**src/rtl/sysfun_sweep_pkg.sv**
```systemverilog
// -----------------------------------------------------------------------------
// sysfun_sweep_pkg
// Shared definitions for the dimension-query table sweeper:
//   - default widths used by the top level and the serializer
//   - sweep FSM state encoding
//   - rotl1(): 1-bit left rotate used to fold beats into the signature
// -----------------------------------------------------------------------------
package sysfun_sweep_pkg;

  localparam int DEF_NUM_SEL = 32;
  localparam int DEF_SEL_W   = 5;
  localparam int DEF_DATA_W  = 128;
  localparam int DEF_BEAT_W  = 32;

  typedef enum logic [1:0] {
    ST_IDLE  = 2'd0,
    ST_QUERY = 2'd1,
    ST_SEND  = 2'd2,
    ST_FIN   = 2'd3
  } state_e;

  // Rotation is defined at the default beat width; the signature is a
  // single 32-bit word so simulator and symbolic runs compare directly.
  function automatic logic [DEF_BEAT_W-1:0] rotl1(input logic [DEF_BEAT_W-1:0] v);
    return {v[DEF_BEAT_W-2:0], v[DEF_BEAT_W-1]};
  endfunction

endpackage

```
**src/rtl/sysfun_sweep_ser.sv**
```systemverilog
// -----------------------------------------------------------------------------
// sysfun_sweep_ser
// Captures one DATA_W-bit table response and presents it as DATA_W/BEAT_W
// beats, most significant word first, over a valid/ready stream.
// Ports:
//   clk, rst    clock, synchronous active-high reset
//   load        capture resp_in and rewind to the first word
//   resp_in     table response to capture
//   active      present beats (valid) while high
//   ready       consumer ready
//   valid       beat valid
//   data        current beat (zero when not active)
//   accept      valid && ready this cycle
//   last_word   current word is the final word of the response
// -----------------------------------------------------------------------------
module sysfun_sweep_ser
  import sysfun_sweep_pkg::*;
#(
  parameter int DATA_W = DEF_DATA_W,
  parameter int BEAT_W = DEF_BEAT_W,
  localparam int NWORDS = DATA_W / BEAT_W,
  localparam int W_W    = (NWORDS > 1) ? $clog2(NWORDS) : 1
) (
  input  logic              clk,
  input  logic              rst,
  input  logic              load,
  input  logic [DATA_W-1:0] resp_in,
  input  logic              active,
  input  logic              ready,
  output logic              valid,
  output logic [BEAT_W-1:0] data,
  output logic              accept,
  output logic              last_word
);

  logic [DATA_W-1:0] resp_q, resp_d;
  logic [W_W-1:0]    w_q, w_d;
  logic [BEAT_W-1:0] words [NWORDS];

  // Word 0 is the most significant slice so beats leave MSB word first.
  always_comb begin
    for (int i = 0; i < NWORDS; i++) begin
      words[i] = resp_q[DATA_W-1-i*BEAT_W -: BEAT_W];
    end
  end

  always_comb begin
    valid     = active;
    accept    = active && ready;
    last_word = (w_q == W_W'(NWORDS - 1));
    data      = active ? words[w_q] : '0;
  end

  // The word index only moves on an accepted beat, which is what keeps data
  // stable under backpressure; it wraps to zero after the final word.
  always_comb begin
    resp_d = resp_q;
    w_d    = w_q;
    if (load) begin
      resp_d = resp_in;
      w_d    = '0;
    end else if (accept) begin
      w_d = last_word ? '0 : w_q + W_W'(1);
    end
  end

  always_ff @(posedge clk) begin
    if (rst) begin
      resp_q <= '0;
      w_q    <= '0;
    end else begin
      resp_q <= resp_d;
      w_q    <= w_d;
    end
  end

endmodule

```
**src/rtl/sysfun_sweep.sv**
```systemverilog
// -----------------------------------------------------------------------------
// sysfun_sweep
// Sweeps every selector code 0..NUM_SEL-1 into a combinational query table,
// serializes each response as BEAT_W-bit beats and folds every accepted beat
// into a running signature.
// Ports:
//   clk, rst    clock, synchronous active-high reset
//   start       one-cycle pulse, begins a sweep when idle
//   busy        sweep in progress (query/send phases)
//   done        one-cycle pulse after the final beat is accepted
//   q_in        table input, {zeros, selector}
//   q_out       table output (sampled only in the query phase)
//   beat_valid, beat_ready, beat_data, beat_last   response beat stream
//   sig         running signature
// -----------------------------------------------------------------------------
module sysfun_sweep
  import sysfun_sweep_pkg::*;
#(
  parameter int NUM_SEL = DEF_NUM_SEL,
  parameter int SEL_W   = DEF_SEL_W,
  parameter int DATA_W  = DEF_DATA_W,
  parameter int BEAT_W  = DEF_BEAT_W
) (
  input  logic              clk,
  input  logic              rst,
  input  logic              start,
  output logic              busy,
  output logic              done,
  output logic [DATA_W-1:0] q_in,
  input  logic [DATA_W-1:0] q_out,
  output logic              beat_valid,
  input  logic              beat_ready,
  output logic [BEAT_W-1:0] beat_data,
  output logic              beat_last,
  output logic [BEAT_W-1:0] sig
);

  localparam logic [SEL_W-1:0] LAST_SEL = SEL_W'(NUM_SEL - 1);

  state_e           state_q, state_d;
  logic [SEL_W-1:0] sel_q, sel_d;
  logic [BEAT_W-1:0] sig_q, sig_d;
  logic             load;
  logic             active;
  logic             accept;
  logic             last_word;

  sysfun_sweep_ser #(
    .DATA_W (DATA_W),
    .BEAT_W (BEAT_W)
  ) u_ser (
    .clk       (clk),
    .rst       (rst),
    .load      (load),
    .resp_in   (q_out),
    .active    (active),
    .ready     (beat_ready),
    .valid     (beat_valid),
    .data      (beat_data),
    .accept    (accept),
    .last_word (last_word)
  );

  always_comb begin
    load      = (state_q == ST_QUERY);
    active    = (state_q == ST_SEND);
    busy      = (state_q == ST_QUERY) || (state_q == ST_SEND);
    done      = (state_q == ST_FIN);
    beat_last = active && (sel_q == LAST_SEL) && last_word;
    q_in      = {{(DATA_W-SEL_W){1'b0}}, sel_q};
    sig       = sig_q;
  end

  // Sweep control: one query cycle per selector, then as many send cycles
  // as the consumer needs; the signature is cleared only by a new start.
  always_comb begin
    state_d = state_q;
    sel_d   = sel_q;
    sig_d   = sig_q;
    case (state_q)
      ST_IDLE: begin
        if (start) begin
          sel_d   = '0;
          sig_d   = '0;
          state_d = ST_QUERY;
        end
      end
      ST_QUERY: begin
        state_d = ST_SEND;
      end
      ST_SEND: begin
        if (accept) begin
          sig_d = rotl1(sig_q) ^ beat_data;
          if (last_word) begin
            if (sel_q == LAST_SEL) begin
              state_d = ST_FIN;
            end else begin
              sel_d   = sel_q + SEL_W'(1);
              state_d = ST_QUERY;
            end
          end
        end
      end
      ST_FIN: begin
        state_d = ST_IDLE;
      end
      default: begin
        state_d = ST_IDLE;
      end
    endcase
  end

  always_ff @(posedge clk) begin
    if (rst) begin
      state_q <= ST_IDLE;
      sel_q   <= '0;
      sig_q   <= '0;
    end else begin
      state_q <= state_d;
      sel_q   <= sel_d;
      sig_q   <= sig_d;
    end
  end

endmodule

```
**config.mk**
```make
export PLATFORM = sky130hd
export DESIGN_NAME = sysfun_sweep
export DESIGN_NICKNAME = d
export VERILOG_FILES = /design/src/rtl/sysfun_sweep_pkg.sv /design/src/rtl/sysfun_sweep_ser.sv /design/src/rtl/sysfun_sweep.sv
export SDC_FILE = /design/constraint.sdc
export NUM_CORES = 1
export LEC_CHECK = 0
export CORE_ASPECT_RATIO = 2
export CORE_MARGIN = 5
export CORE_UTILIZATION = 48
export CTS_CLUSTER_DIAMETER = 120
export CTS_CLUSTER_SIZE = 25
export DETAILED_ROUTE_END_ITERATION = 16
export PLACE_DENSITY = 0.85
export SKIP_CTS_REPAIR_TIMING = 1
export SLEW_MARGIN = 20
export SYNTH_ARGS = -nofsm -noshare
export SYNTH_HDL_FRONTEND = slang
export SYNTH_SLANG_ARGS = --single-unit
```
**constraint.sdc**
```tcl
create_clock -name clk -period 4.3 [get_ports clk]
set_clock_uncertainty 0.1 [all_clocks]
set_input_delay 0.645 -clock clk [delete_from_list [all_inputs] [get_ports clk]]
set_output_delay 0.645 -clock clk [all_outputs]
set_load 0.03 [all_outputs]
```
=== Word-level counts from Yosys, hierarchy flattened ===
Index checks and enable logic that the tools add are counted.

* Bits in registers: 169
* Input bits: 132
* Output and inout port bits: 196
* Word-level logic and storage cells: 47

* Add/sub/neg operators: 2
* Order comparisons: 1
* Equal/unequal tests: 9
* Multiplexer cells: 18
* Bitwise logic cells: 2
* Reductions and logical operators: 10

{| class="wikitable"
|+ Operators with widths
! kind !! count
|-
| 2-to-1 mux 32 bit || 5
|-
| binary-select mux 32 bit (select 2 bit) || 1
|-
| one-hot mux 32 bit (2 select lines) || 1
|-
| XOR 32 bit || 1
|-
| 2-to-1 mux 5 bit || 4
|-
| 2-to-1 mux 2 bit || 5
|-
| one-hot mux 5 bit (2 select lines) || 1
|-
| != test 2 bit, second input constant || 4
|-
| one-hot mux 2 bit (4 select lines) || 1
|-
| == test 2 bit, second input constant || 3
|-
| AND reduction 3 bit || 2
|-
| adder 5 x 1 -> 5 bit, second input constant || 1
|-
| == test 5 bit, second input constant || 1
|-
| AND reduction 5 bit || 1
|-
| greater-or-equal comparator 3 bit, second input constant || 1
|-
| logical AND 1 bit || 3
|-
| inverter 2 -> 3 bit || 1
|-
| adder 2 x 1 -> 2 bit, second input constant || 1
|-
| == test 2 x 1 -> 1 bit, second input constant || 1
|-
| zero test 2 bit || 1
|-
| nonzero test 2 bit || 1
|-
| OR reduction 2 bit || 1
|-
| logical OR 1 bit || 1
|}

=== Logic depth before layout (Yosys ltp) ===
* Depth in word-level cells: 8
* Depth in mapped cells: 8
* Mapped depth without buffers: 7

=== Hierarchy ===
From an unflattened synthesis, not the netlist that was laid out.

* Cells, all modules: 887
* Area, all modules: 8612.0 µm²

{| class="wikitable"
|+ Modules (own cells, without submodules)
! module !! instances !! cells an instance !! area an instance (µm²) !! seq. area each (µm²)
|-
| sysfun_sweep_ser || 1 || 536 || 5740.5 || 2602.5
|-
| sysfun_sweep || 1 || 351 || 2871.5 || 780.7
|}

=== Worst setup path after synthesis ===
No wires, ideal clock.

* Path kind: register -> output
* From: register state_q[0]
* To: output port beat_data[10]
* Data arrival time: 1.601 ns
* Required time: 3.555 ns
* Path slack: 1.954 ns
* Cell stages (with the launch flop): 6
* Path buffers: 1
* Path through: dfxtp_1 -> inv_1 -> ha_1 -> nand2_1 -> clkbuf_4 -> o22ai_2

* Longest elaborated chain between the ends: 2

{| class="wikitable"
|+ RTL lines
! what !! RTL line !! text
|-
| start, declared || sysfun_sweep.sv:40 || <nowiki>state_e state_q, state_d;</nowiki>
|-
| start signal, assigned || sysfun_sweep.sv:119 || <nowiki>state_q <= state_d;</nowiki>
|-
| == test 2 bit || sysfun_sweep.sv:66 || <nowiki>active = (state_q == ST_SEND);</nowiki>
|-
| via beat_valid || sysfun_sweep.sv:31 || <nowiki>output logic beat_valid,</nowiki>
|-
| 2-to-1 mux 32 bit || sysfun_sweep_ser.sv:51 || <nowiki>data = active ? words[w_q] : '0;</nowiki>
|-
| end, declared || sysfun_sweep.sv:33 || <nowiki>output logic [BEAT_W-1:0] beat_data,</nowiki>
|}

The timed path passes the listed nets, and every way through them passes these cells.

=== Final worst setup path ===
* From: register state_q[0]
* To: output port beat_data[7]

* Longest elaborated chain between the ends: 2

{| class="wikitable"
|+ RTL lines
! what !! RTL line
|-
| == test 2 bit || sysfun_sweep.sv:66
|-
| 2-to-1 mux 32 bit || sysfun_sweep_ser.sv:51
|}

Every way passes these cells.

==> results.sh <==
export IMPL_cts_path_max_buffers=2
export IMPL_finalMaxSlewViolations=0
export IMPL_setup_tns_final_ns=0
export IMPL_placement_io_buffers=204
export IMPL_path_max_fanout=17
export IMPL_finish_utilization_pct=61.79
export IMPL_timing_slew_headroom_pct=31.72
export IMPL_clock_sinks=169
export IMPL_critical_path_arrival_ns=3.08
export IMPL_drt_drc_violations_left=0
export IMPL_mostFrequentLayoutCells="sky130_fd_sc_hd__clkdlybuf4s50_1, sky130_fd_sc_hd__mux2i_1, sky130_fd_sc_hd__dfxtp_1"
export IMPL_cellPowerDensity_nw_per_um2=527.6
export IMPL_dpl_hpwl_um=16450
export IMPL_crit_required_ns=3.56
export IMPL_path_delay_family="buffers and inverters"
export IMPL_gr_total_overflow=0
export IMPL_top_reg_cell_synth="sky130_fd_sc_hd__dfxtp_1"
export IMPL_timing_critical_path_slowest_cell_delay_ns=0.73
export IMPL_final_setup_viol_count=0
export IMPL_r2r_cells=6
export IMPL_die_area_um2=20320
export IMPL_ys_warnings_count=0
export IMPL_drt_iter0_drc=221
export IMPL_rsz0062_at_grt="no"
export IMPL_antenna_violating_nets_post_route=0
export IMPL_cts_buffers=17
export IMPL_clock_tree_root_cell="sky130_fd_sc_hd__clkbuf_16"
export IMPL_worst_r2r_setup_slack_ns=1.61
export IMPL_track_usage_pct=21.86
export IMPL_hold_end="u_ser.resp_q[71]"
export IMPL_totalWireLength_um=22710
export IMPL_number_of_antenna_violations_at_the_first_check_in_global_routing=11
export IMPL_leak_uw=0.004182
export IMPL_critical_path_reg2reg_endpoint="sig[16]"
export IMPL_post_synthesis_sequential_element_count=169
export IMPL_clock_pin_slew_worst_setup_and_hold_paths_ns=0.07
export IMPL_met3WireLength_um=1445
export IMPL_vdd_drop_max_mv=0.4150
export IMPL_finalWorstPathRequiredPeriod_ns=3.830
export IMPL_io_pins=328
export IMPL_htree_levels=4
export IMPL_post_synth_num_cell_types=32
export IMPL_ys_seq_area_share_pct=40.47
export IMPL_fin_crit_sh_pct=89.06
export IMPL_postLayoutSetupSlackWorst_ns=0.4704
export IMPL_run_status="finished, final reports clean"
export IMPL_synth_enable_flop_cells=0
export IMPL_synthesis_area_per_instance_um2=10.31
export IMPL_nNetsFinal=1131
export IMPL_initial_utilization_pct=48.65
export IMPL_fillers=1470
export IMPL_critical_path_startpoint_type="flop"
export IMPL_syn_cell_area_um2=8361
export IMPL_drive_above_1_share_pct=8.068
export IMPL_tritoncts_clock_tree="yes"
export IMPL_worst_path_buf_inv=3
export IMPL_detail_route_wl_per_cell_um=18.54
export IMPL_core_rowCount=68
export IMPL_critical_path_reg2reg_startpoint="state_q[1]"
export IMPL_path_class="reg2out"
export IMPL_die_w_um=103.3
export IMPL_die_height_um=196.6
export IMPL_placeableCoreArea_um2=17190
export IMPL_grt_first_pass_wirelength_um=33540
export IMPL_final_hold_vio_count=0
export IMPL_via_per_inst=5.091
export IMPL_first_global_vias=6492
export IMPL_areaGrowthSynthToFinish_pct=27.01
export IMPL_met2WireLength_um=12270
export IMPL_max_cap_violations=0
export IMPL_via_count=6236
export IMPL_endpoint_kind="output port"
export IMPL_route_layer_met1_wl_um=7717
export IMPL_final_common_cell="sky130_fd_sc_hd__clkdlybuf4s50_1"
export IMPL_clock_latency_ns=0.43
export IMPL_instance_count_of_the_mapped_netlist=811
export IMPL_worstMarginPinSlew_ns=1.022
export IMPL_worst_case_setup_slack_after_placement_ns=0.9132
export IMPL_worstHoldPathType="reg2reg"
export IMPL_cpMaxStageDelayCell="sky130_fd_sc_hd__clkdlybuf4s50_1"
export IMPL_holdCritStartpoint="u_ser.resp_q[71]"
export IMPL_worstPathCellList="inv_1 > ha_1 > nand2b_2 > buf_4 > o22ai_2 > clkdlybuf4s50_1"
export IMPL_globalplace_congestion=0.8803
export IMPL_top_signal_layer_used="met4"
export IMPL_drt_first_pass_iters=6
export IMPL_ys_async_sr_fraction_pct=0
export IMPL_clock_fmax_mhz=261.1
export IMPL_min_delay_path_depth=2
export IMPL_largest_net_degree_at_the_start_of_global_routing=86
-- worst max-delay path by stage --
stage / from / to / slack, ns / cells past startpoint
after floorplan: state_q[0] / beat_data[10] / 1.95 / 5
after global placement: state_q[0] / beat_data[0] / 1.00 / 6
after detailed placement: state_q[0] / beat_data[17] / 0.91 / 6
after CTS: state_q[0] / beat_data[9] / 0.44 / 6
after global routing: state_q[0] / beat_data[0] / 0.28 / 6
final: state_q[0] / beat_data[7] / 0.47 / 6
-- area by class of cell --
| class | count | area, um^2 | area share (%) |
|---|---|---|---|
| antenna | 11 | 27.53 | 0.2592 |
| clock buffer | 21 | 460.4 | 4.336 |
| clock inverter | 10 | 142.6 | 1.343 |
| inverter | 2 | 7.507 | 0.07070 |
| multi-input combinational | 587 | 4197 | 39.52 |
| sequential | 169 | 3387 | 31.90 |
| tap | 210 | 262.8 | 2.474 |
| timing repair buffer | 215 | 2135 | 20.10 |
-- where the power goes --
part | internal (uW) | total [uW] | leakage [uW] | switching (uW)
clock | 944 | 1570 | 0.000294 | 621
combinational | 856 | 1970 | 0.00251 | 1110
sequential | 1870 | 2070 | 0.00138 | 201
-- synthesized netlist by cell type, types with 2 or more instances --
library cell,number,area [um^2]
sky130_fd_sc_hd__mux2i_1,195,1952
sky130_fd_sc_hd__dfxtp_1,169,3383
sky130_fd_sc_hd__nor2_1,134,503.0
sky130_fd_sc_hd__buf_4,124,930.9
sky130_fd_sc_hd__a22o_1,32,280.3
sky130_fd_sc_hd__o22ai_2,32,400.4
sky130_fd_sc_hd__xor2_1,32,280.3
sky130_fd_sc_hd__clkbuf_1,18,67.56
sky130_fd_sc_hd__buf_2,17,85.08
sky130_fd_sc_hd__clkbuf_4,8,60.06
sky130_fd_sc_hd__ha_1,7,87.58
sky130_fd_sc_hd__nor3_1,7,35.03
sky130_fd_sc_hd__buf_12,5,100.1
sky130_fd_sc_hd__nand2_1,4,15.01
sky130_fd_sc_hd__a21oi_1,3,15.01
sky130_fd_sc_hd__a22oi_1,2,15.01
sky130_fd_sc_hd__a311oi_1,2,17.52
sky130_fd_sc_hd__and3_1,2,12.51
sky130_fd_sc_hd__buf_1,2,7.510
sky130_fd_sc_hd__inv_1,2,7.510
sky130_fd_sc_hd__nand2b_1,2,12.51
sky130_fd_sc_hd__nor2b_1,2,12.51
-- layer usage --
layer	global-route usage [%]	vias to the layer above
met5	0	-
met4	14.99	0
met3	4.747	67
met2	39.15	332
met1	21.55	2930
li1	-	2907
-- sequential cells by signal, indices dropped and copies added, names as in the netlist --
name / cells
sig: 32
sel_q: 5
state_q: 2
u_ser.resp_q: 128
u_ser.w_q: 2
-- per-stage QoR --
| step | hold slack [ns] | total power, uW | cells | cell area [um^2] |
|---|---|---|---|---|
| 2_1_floorplan | 0.3596 | 3663 | 933 | 8818 |
| 3_3_place_gp | 0.3711 | 4006 | 1183 | 9988 |
| 3_5_place_dp | 0.3818 | 4059 | 1183 | 9988 |
| 4_1_cts | 0.3976 | 5640 | 1214 | 10590 |
| 5_1_grt | 0.4204 | 5895 | 1225 | 10620 |
| 6_report | 0.3948 | 5602 | 1225 | 10620 |
-- kinds of logic after synthesis --
kind of cell / count (synthesis) / synth area share, %
mux: 195 / 23.35
fa+ha+maj: 7 / 1.048
other cells: 1 / 0.04485
compound gates: 73 / 8.919
buf+inv: 177 / 15.19
flops: 169 / 40.47
simple gates: 157 / 7.632
xor+xnor: 32 / 3.352
-- worst reg2reg max path, stage by stage (launching register included) --
cell and delay [ns]:
sky130_fd_sc_hd__dfxtp_1 0.34, sky130_fd_sc_hd__inv_1 0.15, sky130_fd_sc_hd__ha_1 0.20, sky130_fd_sc_hd__nor2b_1 0.54
sky130_fd_sc_hd__nor3_1 0.19, sky130_fd_sc_hd__nor2_4 0.80, sky130_fd_sc_hd__a22o_1 0.30
No activity file was read; power rests on OpenSTA's default activity.
